### config.mk
export PLATFORM = sky130hd
export DESIGN_NAME = fir_mc_engine
export DESIGN_NICKNAME = d
export VERILOG_FILES = /design/src/rtl/fir_mc_engine.sv
export SDC_FILE = /design/constraint.sdc
export NUM_CORES = 2
export LEC_CHECK = 0
export ABC_AREA = 1
export CAP_MARGIN = 20
export CORE_ASPECT_RATIO = 0.9
export CORE_MARGIN = 2
export CORE_UTILIZATION = 35
export DETAILED_ROUTE_END_ITERATION = 10
export GPL_ROUTABILITY_DRIVEN = 0
export GPL_TIMING_DRIVEN = 0
export PLACE_DENSITY = 0.52
export SETUP_SLACK_MARGIN = 0.4
export SYNTH_ARGS = -nofsm -noshare
export SYNTH_HDL_FRONTEND = slang
export SYNTH_SLANG_ARGS = --single-unit
### constraint.sdc
create_clock -name ck -period 14.5 [get_ports ck]
set_input_delay 2.175 -clock ck [delete_from_list [all_inputs] [get_ports ck]]
set_output_delay 2.175 -clock ck [all_outputs]
set_load 0.02 [all_outputs]
### src/rtl/fir_mc_engine.sv
// Time-multiplexed multi-channel FIR engine. One shared multiply-accumulator walks every
// tap of every channel of an accepted frame, one MAC per clock, then publishes the whole
// frame at once. Coefficients are runtime-loadable and shared by all channels.
//
// Ports:
//   ck         clock
//   rst_n      asynchronous active-low reset
//   in_valid   input frame valid
//   in_ready   engine idle and able to accept a frame
//   in_data    N_CH signed samples, channel c at [c*DW +: DW]
//   bypass     sampled at accept; 1 = output the latched samples unfiltered
//   out_valid  one-cycle pulse when out_data carries a new frame
//   out_data   N_CH signed results, held until the next out_valid
//   coef_we    coefficient write strobe (honoured only while idle)
//   coef_addr  tap index for the write
//   coef_data  signed coefficient value
//   busy       high whenever the engine is not idle
module fir_mc_engine #(
  parameter int unsigned DW    = 16,
  parameter int unsigned CW    = 16,
  parameter int unsigned NTAPS = 16,
  parameter int unsigned N_CH  = 2,
  parameter int unsigned SHIFT = 15
) (
  input  logic                      ck,
  input  logic                      rst_n,
  input  logic                      in_valid,
  output logic                      in_ready,
  input  logic [N_CH*DW-1:0]        in_data,
  input  logic                      bypass,
  output logic                      out_valid,
  output logic [N_CH*DW-1:0]        out_data,
  input  logic                      coef_we,
  input  logic [$clog2(NTAPS)-1:0]  coef_addr,
  input  logic [CW-1:0]             coef_data,
  output logic                      busy
);

  localparam int unsigned AW   = $clog2(NTAPS);
  localparam int unsigned CHW  = (N_CH > 1) ? $clog2(N_CH) : 1;
  localparam int unsigned PW   = CW + DW;
  localparam int unsigned AccW = PW + AW;

  localparam logic [AW-1:0]         KLast    = AW'(NTAPS - 1);
  localparam logic [AW-1:0]         NTapsA   = AW'(NTAPS);
  localparam logic [CHW-1:0]        ChLast   = CHW'(N_CH - 1);
  localparam logic signed [CW-1:0]  MaxCoef  = {1'b0, {(CW-1){1'b1}}};
  localparam logic signed [AccW:0]  RndConst = (AccW+1)'(1) << (SHIFT - 1);
  localparam logic signed [AccW:0]  MaxV     = {{(AccW+2-DW){1'b0}}, {(DW-1){1'b1}}};
  localparam logic signed [AccW:0]  MinV     = {{(AccW+2-DW){1'b1}}, {(DW-1){1'b0}}};

  typedef enum logic [1:0] {StIdle, StLoad, StMac, StDone} state_e;

  state_e state_q, state_d;

  logic [N_CH*DW-1:0]       in_q;
  logic                     byp_q;
  logic [AW-1:0]            wp_q;
  logic [AW-1:0]            k_q;
  logic [CHW-1:0]           ch_q;
  logic signed [AccW-1:0]   acc_q;
  logic                     out_valid_q;
  logic [N_CH*DW-1:0]       out_data_q;
  logic signed [DW-1:0]     res_q  [N_CH];
  logic signed [DW-1:0]     dly_q  [N_CH][NTAPS];
  logic signed [CW-1:0]     coef_q [NTAPS];

  logic [AW-1:0]            rd_idx;
  logic signed [PW-1:0]     prod;
  logic signed [AccW-1:0]   acc_sum;
  logic signed [AccW:0]     acc_ext;
  logic signed [AccW:0]     rnd_sum;
  logic signed [AccW:0]     shifted;
  logic signed [DW-1:0]     sat;
  logic                     coef_wr;
  logic                     mac_last;

  // ---------------------------------------------------------------------------
  // FSM
  // ---------------------------------------------------------------------------
  always_ff @(posedge ck or negedge rst_n) begin
    if (!rst_n) begin
      state_q <= StIdle;
    end else begin
      state_q <= state_d;
    end
  end

  assign mac_last = (k_q == KLast) && (ch_q == ChLast);

  always_comb begin
    state_d  = state_q;
    in_ready = 1'b0;
    busy     = 1'b1;
    unique case (state_q)
      StIdle: begin
        in_ready = 1'b1;
        busy     = 1'b0;
        if (in_valid) state_d = StLoad;
      end
      StLoad:  state_d = StMac;
      StMac:   if (mac_last) state_d = StDone;
      StDone:  state_d = StIdle;
      default: state_d = StIdle;
    endcase
  end

  // ---------------------------------------------------------------------------
  // MAC datapath
  // ---------------------------------------------------------------------------
  always_comb begin
    // Tap k reads the sample written k frames ago: (wp - k) mod NTAPS. When wp < k the
    // AW-bit sum wraps back into range even if NTAPS is not a power of two.
    if (wp_q >= k_q) rd_idx = wp_q - k_q;
    else             rd_idx = wp_q - k_q + NTapsA;

    prod    = coef_q[k_q] * dly_q[ch_q][rd_idx];
    acc_sum = acc_q + {{AW{prod[PW-1]}}, prod};

    // Round half-up, arithmetic shift, then clamp to the signed DW-bit range.
    acc_ext = {acc_sum[AccW-1], acc_sum};
    rnd_sum = acc_ext + RndConst;
    shifted = rnd_sum >>> SHIFT;
    if (shifted > MaxV)      sat = MaxV[DW-1:0];
    else if (shifted < MinV) sat = MinV[DW-1:0];
    else                     sat = shifted[DW-1:0];
  end

  assign coef_wr = coef_we && (state_q == StIdle) && (32'(coef_addr) < NTAPS);

  always_ff @(posedge ck or negedge rst_n) begin
    if (!rst_n) begin
      in_q        <= '0;
      byp_q       <= 1'b0;
      wp_q        <= '0;
      k_q         <= '0;
      ch_q        <= '0;
      acc_q       <= '0;
      out_valid_q <= 1'b0;
      out_data_q  <= '0;
      for (int c = 0; c < N_CH; c++) begin
        res_q[c] <= '0;
        for (int t = 0; t < NTAPS; t++) dly_q[c][t] <= '0;
      end
      // Near-identity filter out of reset.
      for (int t = 0; t < NTAPS; t++) coef_q[t] <= (t == 0) ? MaxCoef : '0;
    end else begin
      out_valid_q <= 1'b0;
      if (coef_wr) coef_q[coef_addr] <= coef_data;

      unique case (state_q)
        StIdle: begin
          if (in_valid) begin
            in_q  <= in_data;
            byp_q <= bypass;
          end
        end
        StLoad: begin
          // Bypassed frames still enter the delay line so later frames see them.
          for (int c = 0; c < N_CH; c++) dly_q[c][wp_q] <= in_q[c*DW +: DW];
          acc_q <= '0;
          k_q   <= '0;
          ch_q  <= '0;
        end
        StMac: begin
          if (k_q == KLast) begin
            res_q[ch_q] <= sat;
            acc_q       <= '0;
            k_q         <= '0;
            ch_q        <= ch_q + 1'b1;
          end else begin
            acc_q <= acc_sum;
            k_q   <= k_q + 1'b1;
          end
        end
        StDone: begin
          out_valid_q <= 1'b1;
          for (int c = 0; c < N_CH; c++) begin
            out_data_q[c*DW +: DW] <= byp_q ? in_q[c*DW +: DW] : res_q[c];
          end
          wp_q <= (wp_q == KLast) ? '0 : wp_q + 1'b1;
        end
        default: ;
      endcase
    end
  end

  assign out_valid = out_valid_q;
  assign out_data  = out_data_q;

endmodule

# After elaboration in Yosys (flattened, before gate mapping)
# Index checks and enable logic that the tools add are counted.
[totals]
register_bits = 913
input_bits = 57
output_inout_bits = 35
word_cells = 136
[op_classes]
addsub = 6
n_mul = 1
order_cmp = 10
n_eq_ne = 8
muxes = 36
bitwise = 5
n_reduce_logical = 11
[ops]
columns = ["op", "count"]
rows = [
  ["bitwise mux 256 bit", 3],
  ["2-to-1 mux 256 bit", 3],
  ["2-to-1 mux 16 bit", 11],
  ["binary-select mux 16 bit (select 4 bit)", 2],
  ["demux 16 bit (select 4 bit)", 2],
  ["case mux 36 bit (2 select lines)", 1],
  ["adder 36 x 16 -> 37 bit (second input constant)", 1],
  ["adder 36 bit", 1],
  ["2-to-1 mux 36 bit", 1],
  ["bitwise mux 32 bit", 1],
  ["multiplier 16 x 16 -> 32 bit", 1],
  ["greater-than comparator 22 x 16 -> 1 bit (second input constant)", 1],
  ["less-than comparator 22 x 16 -> 1 bit (second input constant)", 1],
  ["greater-or-equal comparator 5 bit (second input constant)", 4],
  ["NOT 4 -> 5 bit", 4],
  ["demux 16 bit (select 1 bit)", 1],
  ["less-than comparator 5 x 1 -> 1 bit (second input constant)", 2],
  ["adder 4 x 1 -> 4 bit (second input constant)", 2],
  ["== test 4 bit (second input constant)", 2],
  ["2-to-1 mux 4 bit", 2],
  ["case mux 2 bit (4 select lines)", 1],
  ["case mux 4 bit (2 select lines)", 1],
  ["AND reduction 2 bit", 4],
  ["!= test 2 bit (second input constant)", 3],
  ["13 further kinds", 22],
]

# Longest topological paths before layout
[depth]
word_depth = 14
depth_mapped = 65
ltp_nobuf = 60

# Worst setup path after synthesis
# No wires, ideal clock.
[synth_timing]
path_type = "register -> register"
startpoint = "register k_q[1]"
endpoint = "register res_q[21] (netlist bit)"
setup_ns = 0.117
arrival_time_ns = 10.469
required_ns = 14.383
slack_ns = 3.915
path_stages_with_launch = 60
path_buffers = 7
synth_period_minus_slack_ns = 10.585
path_cell_list = "dfrtp_1 > clkbuf_1 > clkinv_1 > clkbuf_1 > clkbuf_1 > fa_1 > inv_1 > clkbuf_1 > clkbuf_1 > nand2_1 > o311ai_0 > nand2_1 > nand2_1 > o21ai_0 > inv_1 > clkbuf_1 > nand2_1 > fa_1 > [24 not listed] > inv_1 > nor3_1 > nand2_1 > nand3b_1 > nand2_1 > nor2_1 > nand3_1 > nor2_2 > nand3_1 > nand2_1 > nand2_1 > nor2_2 > nand3_2 > nand2_4 > buf_12 > nand2_4 > nand2_1 > nand2_1"
[synth_between]
elab_chain_cells = 12
elab_cells_between_ends = 19
cone_classes = "add/sub (3); mul (1); order compare (2); eq/ne (1); mux (9); bitwise (2); reduce/logical (1)"
[synth_rtl]
columns = ["item", "line", "source"]
rows = [
  ["from (decl)", "59", "logic [AW-1:0] k_q;"],
  ["from (signal assigned)", "173", "k_q <= k_q + 1'b1;"],
  ["subtractor 4 bit", "114, 115", ""],
  ["NOT 4 -> 5 bit (not written as such)", "117", "prod = coef_q[k_q] * dly_q[ch_q][rd_idx];"],
  ["binary-select mux 16 bit (select 4 bit)", "117", ""],
  ["2-to-1 mux 16 bit (not written as such) (2 in a row)", "117", ""],
  ["multiplier 16 x 16 -> 32 bit", "117", ""],
  ["adder 36 bit", "118", "acc_sum = acc_q + {{AW{prod[PW-1]}}, prod};"],
  ["adder 36 x 16 -> 37 bit", "122", "rnd_sum = acc_ext + RndConst;"],
  ["less-than comparator 22 x 16 -> 1 bit", "125", "else if (shifted < MinV) sat = MinV[DW-1:0];"],
  ["2-to-1 mux 16 bit", "125", ""],
  ["2-to-1 mux 16 bit", "124", "if (shifted > MaxV) sat = MaxV[DW-1:0];"],
  ["bitwise mux 32 bit", "167", "res_q[ch_q] <= sat;"],
  ["to (signal, indexed assignment)", "167", ""],
  ["to (decl)", "64", "logic signed [DW-1:0] res_q [N_CH];"],
]
# Several ways; a longest one is shown, not always the timed one. The select of a mux whose other input is x is not followed.
# A chain may end at the register's enable or synchronous reset.

# Worst setup path in the final report
[layout_timing]
startpoint = "register k_q[2]"
endpoint = "register res_q[22] (netlist bit)"
# The elaborated chain is that of the path after synthesis.

==> insert_results.sql <==
INSERT INTO impl_metrics (metric_group, metric, value, unit) VALUES
('run_status', 'outcome', 'complete, no violations', ''),
('placed_design', 'post_dp_cell_area', '57800', 'µm²'),
('drt', 'initialDrtViolationCount', '6422', ''),
('synth', 'sequential_area_share_after_synthesis', '42.4', '%'),
('sta', 'clock.fmax', '74.6', 'MHz'),
('sta', 'unrepaired_setup_endpoints_after_global_routing', 'no', ''),
('drt', 'first_pass_iters', '6', ''),
('worst_setup_path', 'largest_incremental_delay_on_the_critical_path', '570', 'ps'),
('cells_and_area', 'area_growth', '14.5', '%'),
('cts', 'clock_tree.buffer_depth', '3', ''),
('drt', 'viasPerCell', '5.57', ''),
('cts', 'cts_root_buffer', 'sky130_fd_sc_hd__clkbuf_16', ''),
('sta', 'max_slew_margin', '10.6', '%'),
('synth', 'synthesis.instances', '6725', ''),
('floorplan', 'rows', '136', ''),
('placed_design', 'numPortBuffers', '91', ''),
('worst_setup_path', 'critical_path.reg2reg.endpoint', 'res_q[22]$_DFFE_PN0P_', ''),
('min_path', 'timing.hold.worst.class', 'reg2reg', ''),
('cts', 'cts_tree', 'yes', ''),
('placed_design', 'detailedPlacementHpwl', '168000', 'µm'),
('worst_setup_path', 'path_max_fanout', '10', ''),
('grt', 'grt_first_pass_wirelength', '337000', 'µm'),
('cells_and_area', 'fill_cells', '16000', ''),
('sta', 'min_tclk_post_route', '13410', 'ps'),
('synth', 'syn-cell-area', '53900', 'µm²'),
('drt', 'via_count', '50400', ''),
('synth', 'yosys_register_bits', '913', ''),
('sta', 'fin_skew', '95.2', 'ps'),
('cells_and_area', 'finalNetCount', '7413', ''),
('synth', 'asyncSetResetFlopFracSynth', '100', '%'),
('grt', 'globalRouteTotalUtil', '29.2', '%'),
('synth', 'synth_top_flop_cell', 'sky130_fd_sc_hd__dfrtp_1', ''),
('floorplan', 'core', '153000', 'µm²'),
('worst_setup_path', 'crit_arrival', '14110', 'ps'),
('cts', 'worstSkewPairLatency', '800', 'ps'),
('worst_setup_path', 'crit_required', '15200', 'ps'),
('worst_setup_path', 'critPathKind', 'reg2reg', ''),
('sta', 'final_critical_path_share_of_the_clock_period', '92.5', '%'),
('worst_setup_path', 'crit_path_top_delay_cell', 'sky130_fd_sc_hd__fa_1', ''),
('flow_run', 'drv_cap', '0', ''),
('cells_and_area', 'design_area', '61700', 'µm²'),
('sta', 'finalHoldViolations', '0', ''),
('worst_setup_path', 'crit_cells', '57', ''),
('synth', 'synth-edff-count', '0', ''),
('cts', 'tritoncts.num_buffers', '103', ''),
('synth', 'synth.yosys.warnings', '0', ''),
('worst_setup_path', 'worst-r2r-cell-count', '57', ''),
('synth', 'post_synth.cell_area_avg', '8.01', 'µm²'),
('grt', 'overflow', '0', ''),
('cts', 'htree_num_levels', '3', ''),
('grt', 'grt_start_max_net_pins', '116', ''),
('worst_setup_path', 'timing.rr.start', 'k_q[2]$_DFFE_PN0P_', ''),
('worst_setup_path', 'reg2reg_slack', '1090', 'ps'),
('floorplan', 'die_x', '418', 'µm'),
('cts', 'cts.reportedPaths.clkPinSlew', '60', 'ps'),
('cts', 'cts_sink_count', '913', ''),
('sta', 'finalMaxSlewViolations', '0', ''),
('worst_setup_path', 'cp-end-kind', 'flip-flop', ''),
('synth', 'synth.distinct_cells', '55', ''),
('min_path', 'worst_hold_startpoint', 'out_data[24]$_DFFE_PN0P_', ''),
('worst_setup_path', 'crit_path_start', 'k_q[2]$_DFFE_PN0P_', ''),
('drt', 'drc_errors', '0', ''),
('floorplan', 'fp.dieArea', '157000', 'µm²'),
('floorplan', 'die_h', '376', 'µm'),
('floorplan', 'ios', '92', ''),
('worst_setup_path', 'startpoint_type', 'flip-flop', ''),
('sta', 'worstMarginPinSlew', '1340', 'ps'),
('cells_and_area', 'layout_cells_sized_above_1', '5.39', '%'),
('worst_setup_path', 'crit_top_cell', 'sky130_fd_sc_hd__nand2_1', ''),
('drt', 'number_of_routed_nets_with_antenna_violations', '0', ''),
('drt', 'drt-wirelength-per-cell', '25.6', 'µm'),
('min_path', 'end_of_the_worst_hold_path', 'out_data[24]$_DFFE_PN0P_', ''),
('sta', 'finalSetupViolCount', '0', ''),
('floorplan', 'start_util', '35.3', '%'),
('grt', 'first_global_vias', '48700', ''),
('worst_setup_path', 'cp.buffers_inverters', '16', ''),
('drt', 'routed_wirelength', '231000', 'µm'),
('worst_setup_path', 'cpLargestDelayFamily', 'adder cells', ''),
('grt', 'antenna_found_initial', '8', ''),
('min_path', 'holdPathStages', '2', ''),
('synth', 'synth.net_count', '7176', '');
==> placed cells by master (no fill, tap or decap), types with 8 or more instances in the layout <==
cell                              synthesis  final
sky130_fd_sc_hd__buf_2                   13     14
sky130_fd_sc_hd__clkdlybuf4s50_1          0     90
sky130_fd_sc_hd__nand3_1                125    125
sky130_fd_sc_hd__clkinv_1                15     15
sky130_fd_sc_hd__nand2_4                 23     23
sky130_fd_sc_hd__clkbuf_8                 0     25
sky130_fd_sc_hd__or3_1                   13     13
sky130_fd_sc_hd__o22ai_1                  9      9
sky130_fd_sc_hd__dfstp_2                 15     15
sky130_fd_sc_hd__dfrtp_1                898    898
sky130_fd_sc_hd__nor3_1                   8      8
sky130_fd_sc_hd__a22oi_1                 46     46
sky130_fd_sc_hd__a21oi_1                474    474
sky130_fd_sc_hd__a221oi_1                45     45
sky130_fd_sc_hd__buf_1                   48     47
sky130_fd_sc_hd__nand2_1               2032   2032
sky130_fd_sc_hd__clkbuf_16                0    103
sky130_fd_sc_hd__clkbuf_1               338    330
sky130_fd_sc_hd__buf_16                   0     13
sky130_fd_sc_hd__clkbuf_2                 0     30
sky130_fd_sc_hd__o211ai_1                39     39
sky130_fd_sc_hd__o311ai_0                39     36
sky130_fd_sc_hd__o21ai_0                839    833
sky130_fd_sc_hd__bufinv_16                0     10
sky130_fd_sc_hd__buf_8                    0     14
sky130_fd_sc_hd__inv_2                   11     11
sky130_fd_sc_hd__clkinv_2                 0     15
sky130_fd_sc_hd__nand2_2                 24     24
sky130_fd_sc_hd__fa_1                   265    264
sky130_fd_sc_hd__xnor2_1                 20     18
sky130_fd_sc_hd__a221o_1                 18     18
sky130_fd_sc_hd__xor2_1                  28     28
sky130_fd_sc_hd__nor2_1                 388    388
sky130_fd_sc_hd__nand4_1                 16     16
sky130_fd_sc_hd__ha_1                   129    129
sky130_fd_sc_hd__nor2_2                  26     26
sky130_fd_sc_hd__o221ai_1                10     10
sky130_fd_sc_hd__inv_1                  691    690
sky130_fd_sc_hd__a311o_1                 11     11
sky130_fd_sc_hd__a211oi_1                15     15
==> logic make-up (layout without fill, tap and decap cells) <==
group | after synthesis | count (layout) | share of synthesized area [%]
mux | 1 | 1 | 0.0209
simple gates | 2675 | 2675 | 19.8
flops | 913 | 913 | 42.4
buf+inv | 1118 | 1438 | 7.88
xor+xnor | 50 | 50 | 0.841
fa+ha+maj | 394 | 394 | 12.8
compound gates | 1574 | 1574 | 16.2
other cells | 0 | 2 | 0
==> final cells by class <==
cell class | count | area, µm² | share of cell area (%)
Multi-Input combinational cell | 4694 | 26800 | 43.5
Sequential cell | 913 | 22900 | 37.1
Clock buffer | 148 | 3000 | 4.86
Inverter | 717 | 2700 | 4.37
Tap cell | 2001 | 2500 | 4.06
Timing Repair Buffer | 132 | 1600 | 2.59
Buffer | 401 | 1600 | 2.59
Clock inverter | 40 | 617 | 1.00
Antenna cell | 2 | 5.00 | 0.00811
==> worst reg2reg max path, delay by kind of cell (launching register included) <==
family | cells | cell delay (ps)
xor+xnor | 2 | 800
compound gates | 10 | 2480
buf+inv | 16 | 3380
flops | 1 | 360
fa+ha+maj | 9 | 4160
simple gates | 20 | 2220
==> layer usage <==
metal | global-route usage [%] | share of wire [%] | wire [µm]
met1 | 39.9 | 41 | 95000
met3 | 6.96 | 10 | 24300
met4 | 14.0 | 5.6 | 12900
met2 | 43.5 | 43 | 99100
met5 | 0 | 0.012 | 28
==> worst max path at each step <==
stage	end	slack, ps
2_1_floorplan	res_q[21]$_DFFE_PN0P_	3910
3_3_place_gp	coef_q[20]$_DFFE_PN0P_	-32110
3_5_place_dp	res_q[25]$_DFFE_PN0P_	-630
4_1_cts	res_q[5]$_DFFE_PN0P_	440
5_1_grt	res_q[5]$_DFFE_PN0P_	430
6_report	res_q[22]$_DFFE_PN0P_	1090
==> cells in the mapped netlist (16+ instances only) <==
cell | n | area [µm²]
sky130_fd_sc_hd__a22oi_1 | 46 | 345
sky130_fd_sc_hd__nand3_1 | 125 | 626
sky130_fd_sc_hd__a21oi_1 | 474 | 2370
sky130_fd_sc_hd__nand4_1 | 16 | 100
sky130_fd_sc_hd__buf_1 | 48 | 180
sky130_fd_sc_hd__nand2_4 | 23 | 259
sky130_fd_sc_hd__inv_1 | 691 | 2590
sky130_fd_sc_hd__clkbuf_1 | 338 | 1270
sky130_fd_sc_hd__o211ai_1 | 39 | 293
sky130_fd_sc_hd__dfrtp_1 | 898 | 22500
sky130_fd_sc_hd__a221oi_1 | 45 | 394
sky130_fd_sc_hd__xnor2_1 | 20 | 175
sky130_fd_sc_hd__xor2_1 | 28 | 245
sky130_fd_sc_hd__o21ai_0 | 839 | 4200
sky130_fd_sc_hd__o311ai_0 | 39 | 342
sky130_fd_sc_hd__nor2_1 | 388 | 1460
sky130_fd_sc_hd__nand2_1 | 2032 | 7630
sky130_fd_sc_hd__fa_1 | 265 | 5310
sky130_fd_sc_hd__nor2_2 | 26 | 163
sky130_fd_sc_hd__ha_1 | 129 | 1610
sky130_fd_sc_hd__nand2_2 | 24 | 150
sky130_fd_sc_hd__a221o_1 | 18 | 180
==> state kept, by name, indices dropped and copies added (netlist names), 2 cells and up <==
name	count
out_data	32
acc_q	36
wp_q	4
in_q	32
res_q	32
dly_q	512
state_q	2
k_q	4
coef_q	256
==> per-stage QoR <==
stage	worst slack [ps]	utilization [%]	cells	setup TNS [ps]	hold slack [ps]
2_1_floorplan	3910	-	6725	0	448
3_3_place_gp	-32110	37.5	8817	-	465
3_5_place_dp	-633	37.8	8842	-18140	469
4_1_cts	443	40.2	9030	0	484
5_1_grt	428	40.4	9046	0	498
6_report	1090	40.4	9048	0	482
==> what timing repair did <==
item,4_1_cts,5_1_grt
endpoints found under the hold margin,0,0
pin swaps,0,1
resized for setup,18,44
hold buffers,0,0
setup buffers,0,4
endpoints found under the setup margin,33,33
Power is left out: the tool's default activity adds up to more than one toggle a clock period on the data nets, which glitch-free logic cannot reach.
